### config.mk
export PLATFORM = sky130hd
export DESIGN_NAME = i2c_slave_responder_flat
export DESIGN_NICKNAME = d
export VERILOG_FILES = /design/src/rtl/i2c_slave_responder_if.sv /design/src/rtl/i2c_slave_responder.sv /design/src/flat_wrapper.sv
export SDC_FILE = /design/constraint.sdc
export NUM_CORES = 1
export LEC_CHECK = 0
export ABC_AREA = 1
export CAP_MARGIN = 10
export CORE_ASPECT_RATIO = 1.5
export CORE_MARGIN = 2
export CORE_UTILIZATION = 49
export CTS_CLUSTER_SIZE = 12
export DETAILED_ROUTE_END_ITERATION = 7
export GPL_ROUTABILITY_DRIVEN = 0
export PLACE_DENSITY = 0.76
export SYNTH_ARGS = -nofsm -noshare
export SYNTH_HDL_FRONTEND = slang
export SYNTH_SLANG_ARGS = --single-unit
### constraint.sdc
create_clock -name pclk -period 6.9 [get_ports pclk]
set_input_delay 1.035 -clock pclk [delete_from_list [all_inputs] [get_ports pclk]]
set_output_delay 1.035 -clock pclk [all_outputs]
set_load 0.03 [all_outputs]
### src/rtl/i2c_slave_responder_if.sv
// I2C-side signal bundle for the responder: the bus lines (scl, sampled sda,
// open-drain enable) plus the register-file side-band outputs.
`timescale 1ns/1ps
interface i2c_slave_responder_if #(
  parameter int PTR_W = 4
);
  logic             scl;
  logic             sda_in;
  logic             sda_oe;
  logic             busy;
  logic             wr_strobe;
  logic [PTR_W-1:0] wr_addr;
  logic [7:0]       wr_data;
  logic             rd_strobe;
  logic [7:0]       nack_cnt;

  // The responder samples the bus and drives the open-drain enable.
  modport slave (
    input  scl, sda_in,
    output sda_oe, busy, wr_strobe, wr_addr, wr_data, rd_strobe, nack_cnt
  );

  // The initiator (bridge or bench) drives the bus and observes the responder.
  modport master (
    output scl, sda_in,
    input  sda_oe, busy, wr_strobe, wr_addr, wr_data, rd_strobe, nack_cnt
  );
endinterface

### src/rtl/i2c_slave_responder.sv
// I2C target: oversamples scl/sda in the pclk domain, decodes START/STOP,
// ACKs its 7-bit address, writes bytes into a small register file through an
// auto-incrementing pointer and serves reads from the same pointer.
`timescale 1ns/1ps
module i2c_slave_responder #(
  parameter logic [6:0] SLV_ADDR    = 7'h50,
  parameter int         NUM_REGS    = 16,
  parameter int         PTR_W       = 4,
  parameter int         SYNC_STAGES = 2
) (
  input  logic                   pclk,
  input  logic                   preset,
  i2c_slave_responder_if.slave   bus
);

  typedef enum logic [3:0] {
    S_IDLE,
    S_HDR,
    S_HDR_ACK,
    S_WPTR,
    S_WPTR_ACK,
    S_WDATA,
    S_WDATA_ACK,
    S_RDATA,
    S_RACK,
    S_WAIT_STOP
  } state_t;

  // Synchronizers and edge history
  logic [SYNC_STAGES-1:0] r_scl_sync;
  logic [SYNC_STAGES-1:0] r_sda_sync;
  logic                   r_scl_d;
  logic                   r_sda_d;
  logic                   w_s_scl;
  logic                   w_s_sda;
  logic                   w_scl_rise;
  logic                   w_scl_fall;
  logic                   w_start;
  logic                   w_stop;

  // Protocol state
  state_t           r_state,     state_nxt;
  logic [3:0]       r_bit_cnt,   bit_cnt_nxt;
  logic [7:0]       r_shift,     shift_nxt;
  logic [PTR_W-1:0] r_ptr,       ptr_nxt;
  logic             r_rw,        rw_nxt;
  logic             r_sda_oe,    sda_oe_nxt;
  logic             r_busy,      busy_nxt;
  logic             r_wr_strobe, wr_strobe_nxt;
  logic [PTR_W-1:0] r_wr_addr,   wr_addr_nxt;
  logic [7:0]       r_wr_data,   wr_data_nxt;
  logic             r_rd_strobe, rd_strobe_nxt;
  logic [7:0]       r_nack_cnt,  nack_cnt_nxt;

  logic [7:0]       r_regs [NUM_REGS];

  logic             w_rx_state;
  logic             w_rx_last;
  logic [7:0]       w_rx_byte;
  logic [PTR_W-1:0] w_ptr_inc;
  logic [7:0]       w_rd_byte;
  logic [7:0]       w_rd_next;

  // Bring scl/sda into the pclk domain; idle-high reset so no false edge appears.
  always_ff @(posedge pclk or negedge preset) begin
    if (!preset) begin
      r_scl_sync <= '1;
      r_sda_sync <= '1;
      r_scl_d    <= 1'b1;
      r_sda_d    <= 1'b1;
    end else begin
      r_scl_sync <= {r_scl_sync[SYNC_STAGES-2:0], bus.scl};
      r_sda_sync <= {r_sda_sync[SYNC_STAGES-2:0], bus.sda_in};
      r_scl_d    <= w_s_scl;
      r_sda_d    <= w_s_sda;
    end
  end

  assign w_s_scl    = r_scl_sync[SYNC_STAGES-1];
  assign w_s_sda    = r_sda_sync[SYNC_STAGES-1];
  assign w_scl_rise =  w_s_scl & ~r_scl_d;
  assign w_scl_fall = ~w_s_scl &  r_scl_d;
  assign w_start    = ~w_s_sda &  r_sda_d & w_s_scl;
  assign w_stop     =  w_s_sda & ~r_sda_d & w_s_scl;

  assign w_rx_state = (r_state == S_HDR) || (r_state == S_WPTR) || (r_state == S_WDATA);
  assign w_rx_last  = w_rx_state && w_scl_rise && (r_bit_cnt == 4'd7);
  assign w_rx_byte  = {r_shift[6:0], w_s_sda};
  assign w_ptr_inc  = r_ptr + PTR_W'(1);
  assign w_rd_byte  = r_regs[r_ptr];
  assign w_rd_next  = r_regs[w_ptr_inc];

  // State and output registers; sda_oe clears asynchronously so reset frees the bus at once.
  always_ff @(posedge pclk or negedge preset) begin
    if (!preset) begin
      r_state     <= S_IDLE;
      r_bit_cnt   <= '0;
      r_shift     <= '0;
      r_ptr       <= '0;
      r_rw        <= 1'b0;
      r_sda_oe    <= 1'b0;
      r_busy      <= 1'b0;
      r_wr_strobe <= 1'b0;
      r_wr_addr   <= '0;
      r_wr_data   <= '0;
      r_rd_strobe <= 1'b0;
      r_nack_cnt  <= '0;
    end else begin
      // NOTE: state registers use non-blocking assignments so every flop samples pre-edge values.
      r_state     <= state_nxt;
      r_bit_cnt   <= bit_cnt_nxt;
      r_shift     <= shift_nxt;
      r_ptr       <= ptr_nxt;
      r_rw        <= rw_nxt;
      r_sda_oe    <= sda_oe_nxt;
      r_busy      <= busy_nxt;
      r_wr_strobe <= wr_strobe_nxt;
      r_wr_addr   <= wr_addr_nxt;
      r_wr_data   <= wr_data_nxt;
      r_rd_strobe <= rd_strobe_nxt;
      r_nack_cnt  <= nack_cnt_nxt;
    end
  end

  // Next-state logic: START/STOP first, then bit-level sample (scl rise) and drive (scl fall) events.
  always_comb begin
    // NOTE: every target gets a hold/default value first, so no path can infer a latch.
    state_nxt     = r_state;
    bit_cnt_nxt   = r_bit_cnt;
    shift_nxt     = r_shift;
    ptr_nxt       = r_ptr;
    rw_nxt        = r_rw;
    sda_oe_nxt    = r_sda_oe;
    busy_nxt      = r_busy;
    wr_strobe_nxt = 1'b0;
    wr_addr_nxt   = r_wr_addr;
    wr_data_nxt   = r_wr_data;
    rd_strobe_nxt = 1'b0;
    nack_cnt_nxt  = r_nack_cnt;

    if (w_start) begin
      state_nxt   = S_HDR;
      bit_cnt_nxt = '0;
      sda_oe_nxt  = 1'b0;
    end else if (w_stop) begin
      state_nxt   = S_IDLE;
      sda_oe_nxt  = 1'b0;
      busy_nxt    = 1'b0;
    end else begin
      // Receiving states shift MSB first on every sample event.
      if (w_rx_state && w_scl_rise) begin
        shift_nxt   = w_rx_byte;
        bit_cnt_nxt = r_bit_cnt + 4'd1;
      end

      case (r_state)
        S_IDLE: begin
          sda_oe_nxt = 1'b0;
          busy_nxt   = 1'b0;
        end

        S_HDR: begin
          if (w_rx_last) begin
            bit_cnt_nxt = '0;
            if (w_rx_byte[7:1] == SLV_ADDR) begin
              state_nxt = S_HDR_ACK;
              busy_nxt  = 1'b1;
              rw_nxt    = w_rx_byte[0];
            end else begin
              state_nxt = S_WAIT_STOP;
            end
          end
        end

        S_HDR_ACK: begin
          if (w_scl_fall) begin
            if (!r_sda_oe) begin
              sda_oe_nxt = 1'b1;
            end else if (r_rw) begin
              // ACK ends on the same fall that must present the first read bit.
              state_nxt     = S_RDATA;
              rd_strobe_nxt = 1'b1;
              sda_oe_nxt    = ~w_rd_byte[7];
              shift_nxt     = {w_rd_byte[6:0], 1'b0};
              bit_cnt_nxt   = 4'd1;
            end else begin
              state_nxt   = S_WPTR;
              sda_oe_nxt  = 1'b0;
              bit_cnt_nxt = '0;
            end
          end
        end

        S_WPTR: begin
          if (w_rx_last) begin
            bit_cnt_nxt = '0;
            ptr_nxt     = w_rx_byte[PTR_W-1:0];
            state_nxt   = S_WPTR_ACK;
          end
        end

        S_WDATA: begin
          if (w_rx_last) begin
            bit_cnt_nxt   = '0;
            wr_strobe_nxt = 1'b1;
            wr_addr_nxt   = r_ptr;
            wr_data_nxt   = w_rx_byte;
            ptr_nxt       = w_ptr_inc;
            state_nxt     = S_WDATA_ACK;
          end
        end

        S_WPTR_ACK, S_WDATA_ACK: begin
          if (w_scl_fall) begin
            if (!r_sda_oe) begin
              sda_oe_nxt = 1'b1;
            end else begin
              sda_oe_nxt  = 1'b0;
              state_nxt   = S_WDATA;
              bit_cnt_nxt = '0;
            end
          end
        end

        S_RDATA: begin
          if (w_scl_fall) begin
            if (r_bit_cnt == 4'd8) begin
              sda_oe_nxt  = 1'b0;
              state_nxt   = S_RACK;
              bit_cnt_nxt = '0;
            end else begin
              sda_oe_nxt  = ~r_shift[7];
              shift_nxt   = {r_shift[6:0], 1'b0};
              bit_cnt_nxt = r_bit_cnt + 4'd1;
            end
          end
        end

        S_RACK: begin
          if (w_scl_rise) begin
            if (!w_s_sda) begin
              ptr_nxt       = w_ptr_inc;
              shift_nxt     = w_rd_next;
              rd_strobe_nxt = 1'b1;
              bit_cnt_nxt   = '0;
              state_nxt     = S_RDATA;
            end else begin
              if (r_nack_cnt != 8'hFF) begin
                nack_cnt_nxt = r_nack_cnt + 8'd1;
              end
              state_nxt = S_WAIT_STOP;
            end
          end
        end

        S_WAIT_STOP: begin
          sda_oe_nxt = 1'b0;
        end

        default: begin
          state_nxt  = S_IDLE;
          sda_oe_nxt = 1'b0;
        end
      endcase
    end
  end

  // Register file: one byte written per completed write-data byte.
  always_ff @(posedge pclk or negedge preset) begin
    if (!preset) begin
      // NOTE: this memory is reset because its cleared contents are readable over the bus after reset.
      r_regs <= '{default: 8'h00};
    end else if (wr_strobe_nxt) begin
      r_regs[r_ptr] <= w_rx_byte;
    end
  end

  assign bus.sda_oe    = r_sda_oe;
  assign bus.busy      = r_busy;
  assign bus.wr_strobe = r_wr_strobe;
  assign bus.wr_addr   = r_wr_addr;
  assign bus.wr_data   = r_wr_data;
  assign bus.rd_strobe = r_rd_strobe;
  assign bus.nack_cnt  = r_nack_cnt;

endmodule

### src/flat_wrapper.sv
// flat-port wrapper written by rule: the top's interface ports become plain ports
module i2c_slave_responder_flat 
#(
  parameter logic [6:0] SLV_ADDR    = 7'h50,
  parameter int         NUM_REGS    = 16,
  parameter int         PTR_W       = 4,
  parameter int         SYNC_STAGES = 2
)
  (pclk, preset, bus_scl, bus_sda_in, bus_sda_oe, bus_busy, bus_wr_strobe, bus_wr_addr, bus_wr_data, bus_rd_strobe, bus_nack_cnt);
  i2c_slave_responder_if #(.PTR_W(PTR_W)) bus_i ();
  input  logic pclk;
  input  logic preset;
  input wire logic [$bits(bus_i.scl)-1:0] bus_scl;
  input wire logic [$bits(bus_i.sda_in)-1:0] bus_sda_in;
  output wire logic [$bits(bus_i.sda_oe)-1:0] bus_sda_oe;
  output wire logic [$bits(bus_i.busy)-1:0] bus_busy;
  output wire logic [$bits(bus_i.wr_strobe)-1:0] bus_wr_strobe;
  output wire logic [$bits(bus_i.wr_addr)-1:0] bus_wr_addr;
  output wire logic [$bits(bus_i.wr_data)-1:0] bus_wr_data;
  output wire logic [$bits(bus_i.rd_strobe)-1:0] bus_rd_strobe;
  output wire logic [$bits(bus_i.nack_cnt)-1:0] bus_nack_cnt;
  assign bus_i.scl = bus_scl;
  assign bus_i.sda_in = bus_sda_in;
  assign bus_sda_oe = bus_i.sda_oe;
  assign bus_busy = bus_i.busy;
  assign bus_wr_strobe = bus_i.wr_strobe;
  assign bus_wr_addr = bus_i.wr_addr;
  assign bus_wr_data = bus_i.wr_data;
  assign bus_rd_strobe = bus_i.rd_strobe;
  assign bus_nack_cnt = bus_i.nack_cnt;
  i2c_slave_responder #(.SLV_ADDR(SLV_ADDR), .NUM_REGS(NUM_REGS), .PTR_W(PTR_W), .SYNC_STAGES(SYNC_STAGES)) u_core (.pclk(pclk), .preset(preset), .bus(bus_i));
endmodule
==> flow_metrics.py <==
metrics = {
    "status": {
        "status": "complete, no violations",
    },
    "critical_path": {
        "path_class": "reg -> reg",
        "critPathCaptureType": "flip-flop",
        "crit_start": "u_core.r_ptr[0]",
        "worstSetupStartpointType": "flip-flop",
        "r2r_start": "u_core.r_ptr[0]",
        "worstPathRequired_ns": 7.28,
        "critPathArrivalTime_ns": 4.45,
        "r2r_slack_ns": 2.83,
        "r2r_end": "u_core.r_shift[0]",
        "ff2ff_path_depth": 11,
        "worstSetupEndpoint": "u_core.r_shift[0]",
        "critPathMaxFanout": 58,
    },
    "min_path": {
        "hp-start": "u_core.r_scl_sync[0]",
        "hold_path_class": "reg -> reg",
    },
    "final_layout": {
        "area_delta_synth_final_pct": 8.04,
        "drive_gt1_frac": 0.0727,
        "final_core_util": 0.541,
        "n_antenna_cell": 0,
        "nets": 1401,
        "design_area_mm2": 0.0110,
    },
    "sta": {
        "finalSetupTns_ns": 0,
        "slew_headroom": 0.297,
        "timing.final.max_slew_violations": 0,
        "timing.hold.ws_ns": 0.356,
        "skew_ns": 0.0150,
        "post-route-min-period_ns": 4.07,
        "final.period_utilization": 0.590,
        "fin_ws_ns": 2.83,
        "tightest_slew_ns": 1.05,
        "timing.fmax_mhz": 246,
        "finalHoldViolations": 0,
        "setup_violations": 0,
        "rsz0062_at_grt": "no",
    },
    "synth": {
        "synth-edff-count": 0,
        "synthCells": 1418,
        "synth_most_common_cell": "nand2_1",
        "synth.area.top_cells": "dfrtp_1, nand2_1, nand3_1, o21ai_0, nor2_1",
        "synth.distinct_cells": 36,
        "postSynthNetCount": 1429,
        "yosys_most_used_dff": "dfrtp_1",
        "synth_warnings": 0,
        "ys_seq_elements": 179,
        "ys_seq_area_frac": 0.439,
        "synth_top_cells_by_count": "nand2_1, nand3_1, dfrtp_1",
        "synth_area_leader_cell": "dfrtp_1",
        "async_flop_share": 1.00,
        "netlist_area_mm2": 0.0102,
        "synth.avg_cell_area_um2": 7.21,
        "yosysTopAreaCellShare": 0.424,
    },
    "floorplan": {
        "core_mm2": 0.0204,
        "fp.dieW_um": 122,
        "initial_utilization": 0.501,
        "rows": 64,
        "pin_count": 28,
        "die-area_mm2": 0.0221,
        "fp.dieH_um": 181,
    },
    "placed_design": {
        "io_buffers": 27,
        "dp_slack_ns": 3.05,
        "placed_area_mm2": 0.0105,
        "place_hpwl_um": 21100,
    },
    "detailed_routing": {
        "route.detailed.drc": 0,
        "drt_iter0_markers": 1540,
        "wl_per_cell_um": 19.0,
        "via_per_inst": 5.89,
        "final_antenna_net_count": 0,
        "drt-pass1-iter-count": 6,
        "drt-total-wl_um": 31700,
        "vias": 9819,
    },
    "grt": {
        "grt_max_degree": 106,
        "grt_usage": 0.298,
        "grt_pass1_vias": 9028,
        "antenna_found_initial": 0,
        "grt-ovfl-total": 0,
        "grt_pass1_wl_um": 50000,
    },
    "clocking": {
        "cts_buffers": 17,
        "hold_buffers": 0,
        "htreeDepth": 4,
        "cts_tree": "done",
        "cts_sinks": 179,
        "cts_max_path_buffers": 2,
        "path_clk_slew_ns": 0.07,
        "cts_setup_buffers": 0,
        "clk_latency_ns": 0.45,
        "root_buffer": "clkbuf_16",
        "cts_resized": 0,
    },
    "pwr": {
        "power.density_mw_per_mm2": 360,
        "leakage_nw": 4.91,
        "ir_drop_mv": 0.232,
    },
    "job": {
        "max_cap_violations": 0,
    },
}
placed cells by master (no fill, tap or decap), drive strengths merged, types with 19 or more instances in the layout:
| master | count |
|---|---|
| dfrtp | 173 |
| nand3 | 204 |
| o21ai | 178 |
| clkdlybuf4s50 | 26 |
| nor2 | 104 |
| nand2 | 548 |
| clkbuf | 19 |
| inv | 55 |
| a21oi | 27 |
registers in the layout, summed over array words and instances (netlist names), 2 cells and up:
signal and flops:
u_core.r_scl_sync 2, u_core.r_sda_sync 2, u_core.r_regs 128, u_core.bus.nack_cnt 8, u_core.bus.wr_addr 4, u_core.r_ptr 4, u_core.bus.wr_data 8, u_core.r_shift 8
u_core.r_bit_cnt 4, u_core.r_state 4
worst min path at each step:
stage,endpoint,cells past startpoint
6_report,u_core.r_scl_sync[1],0
5_1_grt,u_core.r_scl_sync[1],0
4_1_cts,u_core.r_scl_sync[1],0
3_5_place_dp,u_core.r_scl_sync[1],0
3_3_place_gp,u_core.r_scl_sync[1],0
2_1_floorplan,u_core.r_scl_sync[1],0
cell type report:
| cell class | count | area (µm²) |
|---|---|---|
| Clock buffer | 19 | 433 |
| Clock inverter | 13 | 126 |
| Fill cell | 1990 | 9380 |
| Inverter | 53 | 200 |
| Multi-Input combinational cell | 1104 | 5130 |
| Sequential cell | 179 | 4490 |
| Tap cell | 264 | 330 |
| Timing Repair Buffer | 35 | 332 |
routing by layer:
metal / vias to the layer above / global-route usage / share of wire / wire, µm
li1: 4576 / - / - / -
met1: 4551 / 0.358 / 0.37 / 11600
met2: 534 / 0.463 / 0.47 / 14900
met3: 158 / 0.0568 / 0.071 / 2260
met4: 0 / 0.232 / 0.090 / 2860
met5: - / 0 / 0 / 0
worst max-delay path, stage by stage, from the launching register on:
cell,delay [ns]
dfrtp_4,0.80
clkinv_2,0.43
ha_1,0.41
buf_4,0.37
clkinv_1,0.91
nor2_1,0.30
o21ai_0,0.12
nand3_1,0.13
nand3_1,0.15
nand3_1,0.12
nand2_1,0.06
a21oi_1,0.11
report_power, final:
group / total, mW / switching (mW) / internal (mW)
Clock: 0.946 / 0.443 / 0.503
Sequential: 1.24 / 0.127 / 1.11
Combinational: 1.79 / 1.35 / 0.442
metrics by stage:
stage	instances	power, mW
floorplan	1418	2.41
global placement	1635	2.95
detailed placement	1635	2.97
CTS	1667	3.91
global route	1667	4.16
finish	1667	3.97
cell families (layout without fill, tap and decap cells):
| family | count (synthesis) | in the layout | share of synthesized area |
|---|---|---|---|
| xor gates and xnor gates | 10 | 10 | 0.00857 |
| buffers and inverters | 135 | 120 | 0.0590 |
| muxes | 1 | 1 | 0.00110 |
| adders and majority gates | 7 | 7 | 0.00857 |
| and+or+nand+nor | 869 | 869 | 0.366 |
| DFF | 179 | 179 | 0.439 |
| AOI/OAI and AO/OA | 217 | 217 | 0.118 |
(Power assumes the default switching activity.)
